<file path="src/rtl/pipe_hazard_ctrl.sv">
// pipe_hazard_ctrl: central stall/flush controller for the 5-stage pipeline.
// Drives per-register stall/zero controls and the PC hold from load-use,
// taken-branch, multi-cycle multiply and memory-wait conditions, and keeps a
// saturating count of PC-stall cycles for performance debug.
module pipe_hazard_ctrl #(
  parameter int MUL_LAT = 4,
  parameter int AW      = 5
) (
  input  logic          clk_i,
  input  logic          rst_i,
  input  logic [AW-1:0] if_id_rs_i,
  input  logic [AW-1:0] if_id_rt_i,
  input  logic          if_id_uses_rt_i,
  input  logic          id_ex_memread_i,
  input  logic [AW-1:0] id_ex_rt_i,
  input  logic          id_ex_mul_i,
  input  logic          branch_taken_i,
  input  logic          mem_busy_i,
  output logic          pc_stall_o,
  output logic          if_id_stall_o,
  output logic          if_id_zero_o,
  output logic          id_ex_stall_o,
  output logic          id_ex_zero_o,
  output logic          ex_mem_stall_o,
  output logic          ex_mem_zero_o,
  output logic          mem_wb_zero_o,
  output logic [1:0]    state_o,
  output logic [15:0]   stall_cycles_o
);

  // Counter only needs to hold MUL_LAT-2; $clog2(MUL_LAT) covers that for MUL_LAT >= 2.
  localparam int CW = (MUL_LAT > 2) ? $clog2(MUL_LAT) : 1;

  typedef enum logic [1:0] {
    RUN      = 2'd0,
    MUL_WAIT = 2'd1
  } state_t;

  state_t        state;
  state_t        state_nxt;
  logic [CW-1:0] mul_cnt;
  logic [CW-1:0] mul_cnt_nxt;
  logic [15:0]   stall_cnt;
  logic          load_use;

  // Load-use hazard: EX load writes a non-zero register the ID instruction reads.
  always_comb begin
    load_use = 1'b0;
    if (id_ex_memread_i && (id_ex_rt_i != {AW{1'b0}})) begin
      if ((id_ex_rt_i == if_id_rs_i) ||
          (if_id_uses_rt_i && (id_ex_rt_i == if_id_rt_i))) begin
        load_use = 1'b1;
      end else begin
        load_use = 1'b0;
      end
    end else begin
      load_use = 1'b0;
    end
  end

  // Prioritised hazard decode: reset, memory wait, multiply, branch, load-use.
  always_comb begin
    pc_stall_o     = 1'b0;
    if_id_stall_o  = 1'b0;
    if_id_zero_o   = 1'b0;
    id_ex_stall_o  = 1'b0;
    id_ex_zero_o   = 1'b0;
    ex_mem_stall_o = 1'b0;
    ex_mem_zero_o  = 1'b0;
    mem_wb_zero_o  = 1'b0;
    state_nxt      = state;
    mul_cnt_nxt    = mul_cnt;
    if (rst_i) begin
      // Bubble every pipe register while in reset.
      if_id_zero_o  = 1'b1;
      id_ex_zero_o  = 1'b1;
      ex_mem_zero_o = 1'b1;
      mem_wb_zero_o = 1'b1;
      state_nxt     = RUN;
      mul_cnt_nxt   = {CW{1'b0}};
    end else if (mem_busy_i) begin
      // Freeze everything up to EX/MEM; MEM result is not valid yet.
      pc_stall_o     = 1'b1;
      if_id_stall_o  = 1'b1;
      id_ex_stall_o  = 1'b1;
      ex_mem_stall_o = 1'b1;
      mem_wb_zero_o  = 1'b1;
    end else begin
      case (state)
        RUN: begin
          if (id_ex_mul_i) begin
            pc_stall_o    = 1'b1;
            if_id_stall_o = 1'b1;
            id_ex_stall_o = 1'b1;
            ex_mem_zero_o = 1'b1;
            mul_cnt_nxt   = CW'(MUL_LAT - 2);
            state_nxt     = MUL_WAIT;
          end else if (branch_taken_i) begin
            // Flush the two wrong-path slots; the PC loads the target.
            if_id_zero_o = 1'b1;
            id_ex_zero_o = 1'b1;
          end else if (load_use) begin
            pc_stall_o    = 1'b1;
            if_id_stall_o = 1'b1;
            id_ex_zero_o  = 1'b1;
          end else begin
            pc_stall_o = 1'b0;
          end
        end
        MUL_WAIT: begin
          // Multiply still owns EX, so branch and load-use are not looked at.
          if (mul_cnt != {CW{1'b0}}) begin
            pc_stall_o    = 1'b1;
            if_id_stall_o = 1'b1;
            id_ex_stall_o = 1'b1;
            ex_mem_zero_o = 1'b1;
            mul_cnt_nxt   = mul_cnt - CW'(1);
          end else begin
            state_nxt = RUN;
          end
        end
        default: begin
          state_nxt   = RUN;
          mul_cnt_nxt = {CW{1'b0}};
        end
      endcase
    end
  end

  // State, multiply counter and saturating stall-cycle counter.
  always_ff @(posedge clk_i) begin
    if (rst_i) begin
      state     <= RUN;
      mul_cnt   <= {CW{1'b0}};
      stall_cnt <= 16'd0;
    end else begin
      state   <= state_nxt;
      mul_cnt <= mul_cnt_nxt;
      if (pc_stall_o && (stall_cnt != 16'hFFFF)) begin
        stall_cnt <= stall_cnt + 16'd1;
      end else begin
        stall_cnt <= stall_cnt;
      end
    end
  end

  assign state_o        = state;
  assign stall_cycles_o = stall_cnt;

endmodule

</file>
<file path="config.mk">
export PLATFORM = sky130hd
export DESIGN_NAME = pipe_hazard_ctrl
export DESIGN_NICKNAME = d
export VERILOG_FILES = /design/src/rtl/pipe_hazard_ctrl.sv
export SDC_FILE = /design/constraint.sdc
export NUM_CORES = 1
export LEC_CHECK = 0
export ABC_AREA = 1
export BUFFER_PORTS_ARGS = -buffer_cell sky130_fd_sc_hd__buf_2
export CAP_MARGIN = 15
export CORE_ASPECT_RATIO = 0.9
export CORE_UTILIZATION = 42
export DETAILED_ROUTE_END_ITERATION = 8
export PLACE_DENSITY = 0.71
export SLEW_MARGIN = 20
export SYNTH_ARGS = -nofsm -noshare
export SYNTH_HDL_FRONTEND = slang
export SYNTH_SLANG_ARGS = --single-unit
</file>
<file path="constraint.sdc">
create_clock -name clk_i -period 1.56 [get_ports clk_i]
set_clock_uncertainty 0.15 [all_clocks]
set_input_delay 0.078 -clock clk_i [delete_from_list [all_inputs] [get_ports clk_i]]
set_output_delay 0.078 -clock clk_i [all_outputs]
set_load 0.01 [all_outputs]
</file>
==> results.yml, run 1 <==
timing:
  max_freq_mhz: 589
  setup_viol: 19
  finalCritPeriodShare: 1.09
  drv_slew: 0
  rsz0062_at_grt: "yes"
  fin_ws_ns: -0.139
  final_hold_viol_count: 0
  fin_crit_ns: 1.70
placement:
  place_congestion: 0.825
  io_buffers: 46
  postPlaceCellArea_mm2: 0.00197
  hpwl_mm: 2.79
cts:
  cts_buffer_depth: 2
  path_clk_slew_ns: 0.08
  clk_latency_ns: 0.26
  cts_max_level: 1
  root_buffer: "clkbuf_8"
  cts_tree: "yes"
  numClockSinks: 19
  cts_inserted_buffers: 3
yosys:
  netlist_area_mm2: 0.00146
  ys_top_cells_by_area: "dfxtp_1 (26%), nand2_1 (13%), nand3_1 (8.9%)"
  yosysSeqAreaShare: 0.261
  synth_seq_cells: 19
  yosysTopAreaCellShare: 0.261
  synth_warnings: 0
  syn_inst: 221
  async_reset_ff_frac: 0
  synthTopCellsByCount: "nand2_1 (51), inv_1 (29), nand3_1 (26)"
  syn_avg_cell_area_um2: 6.58
  yosys.area.top_type: "dfxtp_1"
  syn_nets: 245
  synth_edf_count: 0
  synth_most_common_cell: "nand2_1"
  synthDistinctLibCells: 24
  synthFlopType: "dfxtp_1"
drt:
  vias_per_cell: 4.83
  drt_pass1_iterations: 5
  drt_wl_total_mm: 4.14
  wl_per_cell_um: 12.0
  drtIter0Drc: 56
  drc: 0
  ant_nets: 0
  vias: 1663
global_route:
  grt-ovfl-total: 0
  grt_pass1_vias: 1569
  antenna_found_initial: 0
  grt_max_degree: 16
  track_usage: 0.234
  grt_pass1_wl_mm: 6.80
final_layout:
  drive_above_1_share: 0.493
  antennaDiodeCount: 0
  multi_input_area_mm2: 0.00107
  syn2layout_area_growth_pct: 55.4
  regArea_um2: 407
  finalInstanceArea_mm2: 0.00226
  fillers: 271
  num-nets-final: 327
outcome:
  status: "complete, but fails checks"
  violations: "negative setup slack"
setup_path:
  crit_path_start: "mul_cnt[0]"
  critPathRequiredTime_ns: 1.33
  cp-end-kind: "primary output"
  crit_fanout: 7
  reg2reg_from: "stall_cycles_o[4]"
  crit_path_start_kind: "register"
  crit_type: "reg2out"
  arrival_ns: 1.47
die:
  initial_core_util: 0.457
  core_area_mm2: 0.00319
  die_h_um: 57.8
  rows: 19
  io_pins: 48
  chipWidth_um: 64.0
  die-area_mm2: 0.00370
power:
  power_density_mw_per_mm2: 521
  p_sw_mw: 0.364
  sw_frac_of_total: 0.309
  max-vdd-ir-drop_mv: 0.586
  pwr-share-comb: 0.266
  power.leakage_nw: 1.11
  seqPwrFrac: 0.427
  finalPower_mw: 1.18
  power.share.clock: 0.307
  internal_power_mw: 0.814
min_path:
  worstHoldPathType: "in2reg"
  hp-start: "rst_i"
flow_run:
  maxCapViolCount: 0
## state kept, by name (all words and copies together) (netlist names)
register        cells
stall_cycles_o     16
state_o             1
mul_cnt             2
## routing by layer
metal | vias to the layer above | wire [um] | GRT usage
li1 | 869 | - | -
met1 | 737 | 1900 | 0.302
met2 | 47 | 1980 | 0.380
met3 | 10 | 185 | 0.0591
met4 | 0 | 72 | 0.0844
met5 | - | 0 | 0
## final timing paths
| path | cells past startpoint | end | slack [ns] |
|---|---|---|---|
| max reg2reg | 9 | stall_cycles_o[1] | -0.14 |
| min | 4 | state_o[0] | 0.04 |
| max | 9 | if_id_stall_o | -0.14 |
| min reg2reg | 2 | stall_cycles_o[3] | 0.36 |
## critical path, cell delays in order, from the launching register on
cell,delay (ns)
dfxtp_2,0.33
inv_2,0.07
ha_4,0.13
nand2_2,0.05
inv_2,0.09
nor2_4,0.05
o21ai_4,0.16
nand2_4,0.09
buf_12,0.14
buf_6,0.11
## area by class of cell
cell class / count / share of cell area
Tap cell: 42 / 0.0232
Clock inverter: 1 / 0.00221
Timing Repair Buffer: 84 / 0.256
Clock buffer: 3 / 0.0183
Sequential cell: 19 / 0.180
Inverter: 29 / 0.0481
Multi-Input combinational cell: 166 / 0.473
## power groups by stage
stage / Clock (mW) / Combinational [mW] / Sequential, mW
floorplan: 0 / 0.144 / 0.517
global placement: 0 / 0.236 / 0.513
detailed placement: 0 / 0.238 / 0.513
CTS: 0.363 / 0.291 / 0.502
global route: 0.383 / 0.345 / 0.503
finish: 0.361 / 0.314 / 0.503
## layout by cell type, fill, tap and decap left out, types with 6 or more instances in the layout
cell / synthesis / final
a21oi_2: 10 / 13
buf_2: 4 / 44
buf_4: 2 / 30
buf_6: 0 / 6
dfxtp_1: 19 / 6
dfxtp_2: 0 / 9
inv_1: 29 / 26
nand2_1: 51 / 47
nand2_2: 13 / 11
nand2_4: 1 / 6
nand3_1: 26 / 21
nor2_1: 18 / 16
xor2_1: 11 / 11
## logic make-up after synthesis
logic type / after synthesis / share of synthesized area
AO/OA/AOI/OAI: 23 / 0.105
XOR/XNOR: 15 / 0.0903
adder cells (fa/ha/maj): 2 / 0.0172
buffers and inverters: 37 / 0.115
flip-flops: 19 / 0.261
other: 1 / 0.00258
AND/OR/NAND/NOR: 124 / 0.408
## stage by stage
step | hold WS, ns | utilization | cells | worst slack [ns] | TNS, ns
2_1_floorplan | 0.157 | - | 221 | -0.0328 | -0.305
6_report | 0.0411 | 0.710 | 344 | -0.139 | -2.03
3_5_place_dp | 0.223 | 0.620 | 331 | -0.0817 | -0.756
5_1_grt | 0.0550 | 0.710 | 344 | -0.195 | -3.44
4_1_cts | 0.0417 | 0.687 | 343 | -0.181 | -2.13
3_3_place_gp | 0.209 | 0.620 | 331 | -0.0550 | -0.516
## what timing repair did
item | CTS | global route
gates resized for setup | 18 | 16
endpoints found under the setup margin | 20 | 20
pin swaps | 8 | 11
hold endpoints to repair | 1 | 0
setup buffers | 6 | 1
hold buffers | 1 | 0
gates cloned | 1 | 0
Power figures use the tool's default switching activity.
==> inputs of run 2 (changes only) <==
- SETUP_SLACK_MARGIN: unset -> 0.15
- clock period: 1.56 -> 1.5 ns (I/O delays scaled with it)
==> run 2 against run 1 <==
  * The run still ends with negative setup slack left
  * Final cell count increased by 3.2%
  * Via count is 9.3% higher
  * Global-route usage up 3.1 points
  * Final area rose by 12%
  * Critical path type unchanged
  * Highest routed layer unchanged
==> results.yml, run 2 (synthesis results as in run 1) <==
outcome:
  status: "complete, but fails checks"
  violations: "negative setup slack"
placement:
  hpwl_mm: 3.06
  postPlaceCellArea_mm2: 0.00203
  io_buffers: 46
  dpl_worst_slack_ns: -0.181
  place_congestion: 0.827
setup_path:
  crit_chain: "inv_2, ha_4, nand2_2, inv_2, nor3_2, nand3_2, nand2_4, buf_12, buf_6"
  crit_path_start: "mul_cnt[0]"
  reg2reg_from: "mul_cnt[0]"
  slowest_stage: "dfxtp_2"
  cp-end-kind: "primary output"
  reg2reg_slack_ns: -0.21
  critPathBufInv: 4
  arrival_ns: 1.50
  r2r_cells: 11
  path_depth: 9
  cp_top_family: "simple AND/OR/NAND/NOR gates"
  crit_path_start_kind: "register"
  crit_top_cell: "inv_2"
  crit_type: "reg2out"
  crit_fanout: 8
  slowest_delay_ns: 0.33
  reg2reg_to: "stall_cycles_o[2]"
  cp-endpoint: "if_id_stall_o"
  critPathRequiredTime_ns: 1.27
die:
  die-area_mm2: 0.00370
  rows: 19
  chipWidth_um: 64.0
  initial_core_util: 0.457
  io_pins: 48
  core_area_mm2: 0.00319
  die_h_um: 57.8
timing:
  finalCritPeriodShare: 1.15
  rsz0062_at_grt: "yes"
  drv_slew: 0
  setup_viol: 21
  fin_ws_ns: -0.221
  max_freq_mhz: 581
  fin_crit_ns: 1.72
  final_hold_viol_count: 0
  finalHoldWorstSlack_ns: 0.0360
cts:
  cts_buffer_depth: 2
  cts_inserted_buffers: 3
  root_buffer: "clkbuf_8"
  cts_max_level: 1
  clk_latency_ns: 0.26
  numClockSinks: 19
  cts_tree: "yes"
  path_clk_slew_ns: 0.07
final_layout:
  layout_commonest_cell: "nand2_1"
  finalInstanceArea_mm2: 0.00253
  drive_above_1_share: 0.585
  largest_register_ffs: 16
  num-nets-final: 338
  mostFrequentLayoutCells: "nand2_1 (45), buf_2 (44), buf_4 (34), inv_1 (26), nand3_2 (14)"
  antennaDiodeCount: 0
  syn2layout_area_growth_pct: 73.8
min_path:
  worstHoldPathType: "in2reg"
global_route:
  grt_pass1_vias: 1669
  antenna_found_initial: 0
  grt_max_degree: 16
  track_usage: 0.265
  grt_pass1_wl_mm: 7.43
  grt-ovfl-total: 0
power:
  max-vdd-ir-drop_mv: 0.782
  power.share.clock: 0.294
  seqPwrFrac: 0.417
  power_density_mw_per_mm2: 497
  sw_frac_of_total: 0.307
  finalPower_mw: 1.26
  p_sw_mw: 0.386
  power.leakage_nw: 1.19
  pwr-share-comb: 0.289
  internal_power_mw: 0.872
drt:
  drtIter0Drc: 111
  drt_wl_total_mm: 5.11
  vias_per_cell: 5.12
  vias: 1817
  ant_nets: 0
  wl_per_cell_um: 14.4
  drt_pass1_iterations: 4
  drc: 0
flow_run:
  maxCapViolCount: 0
## run 2: cell count changes in the layout (fill, tap and decap cells not counted), sizes merged
cell    change
buf        +11
clkbuf      +1
clkinv      -1
## run 2: timing repair
item                                    4_1_cts  5_1_grt
cloned                                        2        0
gates resized for setup                      31       42
hold endpoints to repair                      1        0
buffers inserted                             10        2
hold buffers                                  1        0
endpoints found under the setup margin       24       25
pin swaps                                    13       19
## run 2: worst min-delay path by stage
stage / startpoint / to / slack, ns / cells after the start
2_1_floorplan: mem_busy_i / mem_wb_zero_o / 0.15 / 2
3_3_place_gp: rst_i / state_o[0] / 0.23 / 2
3_5_place_dp: rst_i / state_o[0] / 0.23 / 2
4_1_cts: rst_i / state_o[0] / 0.06 / 4
5_1_grt: rst_i / state_o[0] / 0.09 / 4
6_report: rst_i / state_o[0] / 0.04 / 4
## run 2: cell type report
cell class | count | area (um2)
tap | 42 | 52.6
timing repair buffer | 95 | 712
fill | 210 | 657
multi-input combinational | 166 | 1200
inverter | 29 | 109
clock buffer | 4 | 45.0
sequential | 19 | 413
## run 2: metal layers
layer	share of wire	wire [um]	up-vias	track usage
met2	0.50	2550	66	0.480
met5	0	0	-	0
met1	0.41	2110	842	0.326
met3	0.059	301	17	0.0413
met4	0.029	147	0	0.0714
li1	-	-	892	-
## run 2: worst reg2reg max path: cells and delay by family, from the launching register on
kind | cells | cell delay (ns)
AND/OR/NAND/NOR | 5 | 0.52
AO/OA/AOI/OAI | 1 | 0.13
adder cells (fa/ha/maj) | 1 | 0.15
buffers and inverters | 4 | 0.37
flip-flops | 1 | 0.33
## run 2: power by group through the flow
stage	Clock, mW	Sequential, mW	Combinational (mW)
finish	0.370	0.524	0.363
floorplan	0	0.538	0.152
CTS	0.368	0.523	0.322
global placement	0	0.533	0.252
global route	0.393	0.525	0.395
detailed placement	0	0.534	0.256
## run 2: through the flow
step,cells,setup TNS [ns],util
detailed placement,336,-2.37,0.636
global placement,336,-1.56,0.636
finish,355,-3.40,0.794
global route,355,-4.90,0.794
floorplan,221,-0.965,-
CTS,353,-3.30,0.732
==> inputs of run 3 (changes only) <==
- SETUP_SLACK_MARGIN: 0.15 -> 0.4
==> run 3 against run 2 <==
  * The flow still finishes with violations (negative setup slack)
  * Register-to-register slack got worse by 0.05 ns
  * Combinational power up 18%
  * Final area rose by 4.0%
  * Critical path type is now reg2reg
  * Worst setup slack worse by 0.043 ns
  * Sequential power up 0.8%
  * Critical path depth did not move
  * Sequential share of layout area down 0.30 points
  * Global-route usage up 0.29 points
  * Largest cell class unchanged
  * Sequential cell count stayed put
  * First-iteration DRC count is 39% higher
  * Die area did not move
  * Clock-buffer cell count is 1 lower
  * Highest routed layer unchanged
==> results.yml, run 3 (synthesis results as in run 1) <==
cts:
  cts_buffer_depth: 2
  cts_max_level: 1
  cts_inserted_buffers: 3
  root_buffer: "clkbuf_8"
  numClockSinks: 19
  path_clk_slew_ns: 0.08
  cts_tree: "yes"
  clk_latency_ns: 0.26
placement:
  dpl_worst_slack_ns: -0.138
  io_buffers: 46
  hpwl_mm: 2.96
  place_congestion: 0.835
flow_run:
  maxCapViolCount: 0
setup_path:
  crit_path_start_kind: "register"
  cp-end-kind: "register"
  reg2reg_to: "stall_cycles_o[15]"
  arrival_ns: 1.76
  crit_type: "reg2reg"
  r2r_cells: 9
  critPathRequiredTime_ns: 1.50
  reg2reg_from: "stall_cycles_o[2]"
  cp-endpoint: "stall_cycles_o[15]"
  crit_fanout: 4
  reg2reg_slack_ns: -0.26
  crit_path_start: "stall_cycles_o[2]"
power:
  power_density_mw_per_mm2: 506
  finalPower_mw: 1.33
  power.leakage_nw: 1.23
  max-vdd-ir-drop_mv: 0.606
drt:
  drtIter0Drc: 154
  wl_per_cell_um: 15.9
  ant_nets: 0
  drt_pass1_iterations: 4
  drt_wl_total_mm: 5.73
  drc: 0
  vias: 1882
  vias_per_cell: 5.23
final_layout:
  num-nets-final: 343
  syn2layout_area_growth_pct: 80.7
  fillers: 192
  layout_commonest_cell: "nand2_1"
  regArea_um2: 422
  drive_above_1_share: 0.588
  antennaDiodeCount: 0
  largest_register_ffs: 16
  mostFrequentLayoutCells: "nand2_1 (47), buf_2 (32), buf_4 (32), buf_6 (31), inv_1 (26)"
  multi_input_area_mm2: 0.00117
global_route:
  grt-ovfl-total: 0
  antenna_found_initial: 0
  grt_pass1_vias: 1744
  grt_max_degree: 16
  grt_pass1_wl_mm: 7.62
  track_usage: 0.268
die:
  die-area_mm2: 0.00370
  die_h_um: 57.8
  io_pins: 48
  initial_core_util: 0.457
  chipWidth_um: 64.0
  rows: 19
  core_area_mm2: 0.00319
timing:
  rsz0062_at_grt: "yes"
  max_freq_mhz: 567
  finalCritPeriodShare: 1.18
  final_hold_viol_count: 0
  fin_ws_ns: -0.264
  fin_crit_ns: 1.76
  setup_viol: 23
  drv_slew: 0
min_path:
  worstHoldPathType: "in2reg"
outcome:
  violations: "negative setup slack"
  status: "complete, but fails checks"
## run 3: changes by cell type in the layout (fill, tap and decap cells not counted), moves of 3 or more
cell     delta
dfxtp_1     -5
nand3_1     +3
buf_6      +22
nand3_2     -3
buf_2      -12
o21ai_1     -3
dfxtp_2     +4
nor3_1      +3
nor3_2      -5
## run 3: through the flow
step / instance area, um2 / TNS, ns / cells / hold slack (ns) / util
after floorplan: 1530 / -0.965 / 221 / 0.151 / -
after global placement: 2040 / -1.79 / 339 / 0.224 / 0.640
after detailed placement: 2040 / -1.82 / 339 / 0.240 / 0.640
after CTS: 2400 / -3.30 / 357 / 0.0134 / 0.753
after global routing: 2630 / -5.71 / 360 / 0.0947 / 0.826
final: 2630 / -4.33 / 360 / 0.0798 / 0.826
## run 3: worst min path at each step
stage                          start             to  cells after the start  slack, ns
after detailed placement       rst_i     state_o[0]                      2       0.24
after global routing           rst_i     state_o[0]                      4       0.09
after CTS                      rst_i     state_o[0]                      4       0.01
after floorplan           mem_busy_i  mem_wb_zero_o                      2       0.15
after global placement         rst_i     state_o[0]                      2       0.22
final                          rst_i     state_o[0]                      4       0.08
## run 3: layout make-up
cell class                 instances  area share
tap                               42      0.0200
multi-input combinational        166       0.444
clock inverter                     1     0.00190
clock buffer                       3      0.0157
sequential                        19       0.160
inverter                          29      0.0423
timing repair buffer             100       0.315
## run 3: report_power, final
group          total [mW]  leakage [nW]  internal [mW]  switching, mW
clock               0.372        0.0255          0.185          0.187
combinational       0.430          1.04          0.211          0.219
sequential          0.528         0.165          0.510         0.0179
## run 3: repair_timing
action	in CTS	in global routing
setup buffers	12	3
hold buffers	1	0
cloned	1	0
resized for setup	46	46
hold endpoints to repair	1	0
pin swaps	12	16
endpoints found under the setup margin	31	37
## run 3: worst max-delay path, cell delays in order, from the launching register on
cell     delay [ns]
dfxtp_4        0.38
nand2_4        0.06
nor2_4         0.12
nand2_2        0.09
nor3_4         0.23
nand4_4        0.15
buf_4          0.17
buf_4          0.14
nand3_1        0.09
a21oi_1        0.07
## run 3: layer usage
| metal | routed length [um] | vias to the layer above | part of all wire | track usage |
|---|---|---|---|---|
| li1 | - | 895 | - | - |
| met1 | 2300 | 901 | 0.40 | 0.329 |
| met2 | 2980 | 68 | 0.52 | 0.479 |
| met3 | 298 | 18 | 0.052 | 0.0492 |
| met4 | 157 | 0 | 0.027 | 0.0747 |
| met5 | 0 | - | 0 | 0 |
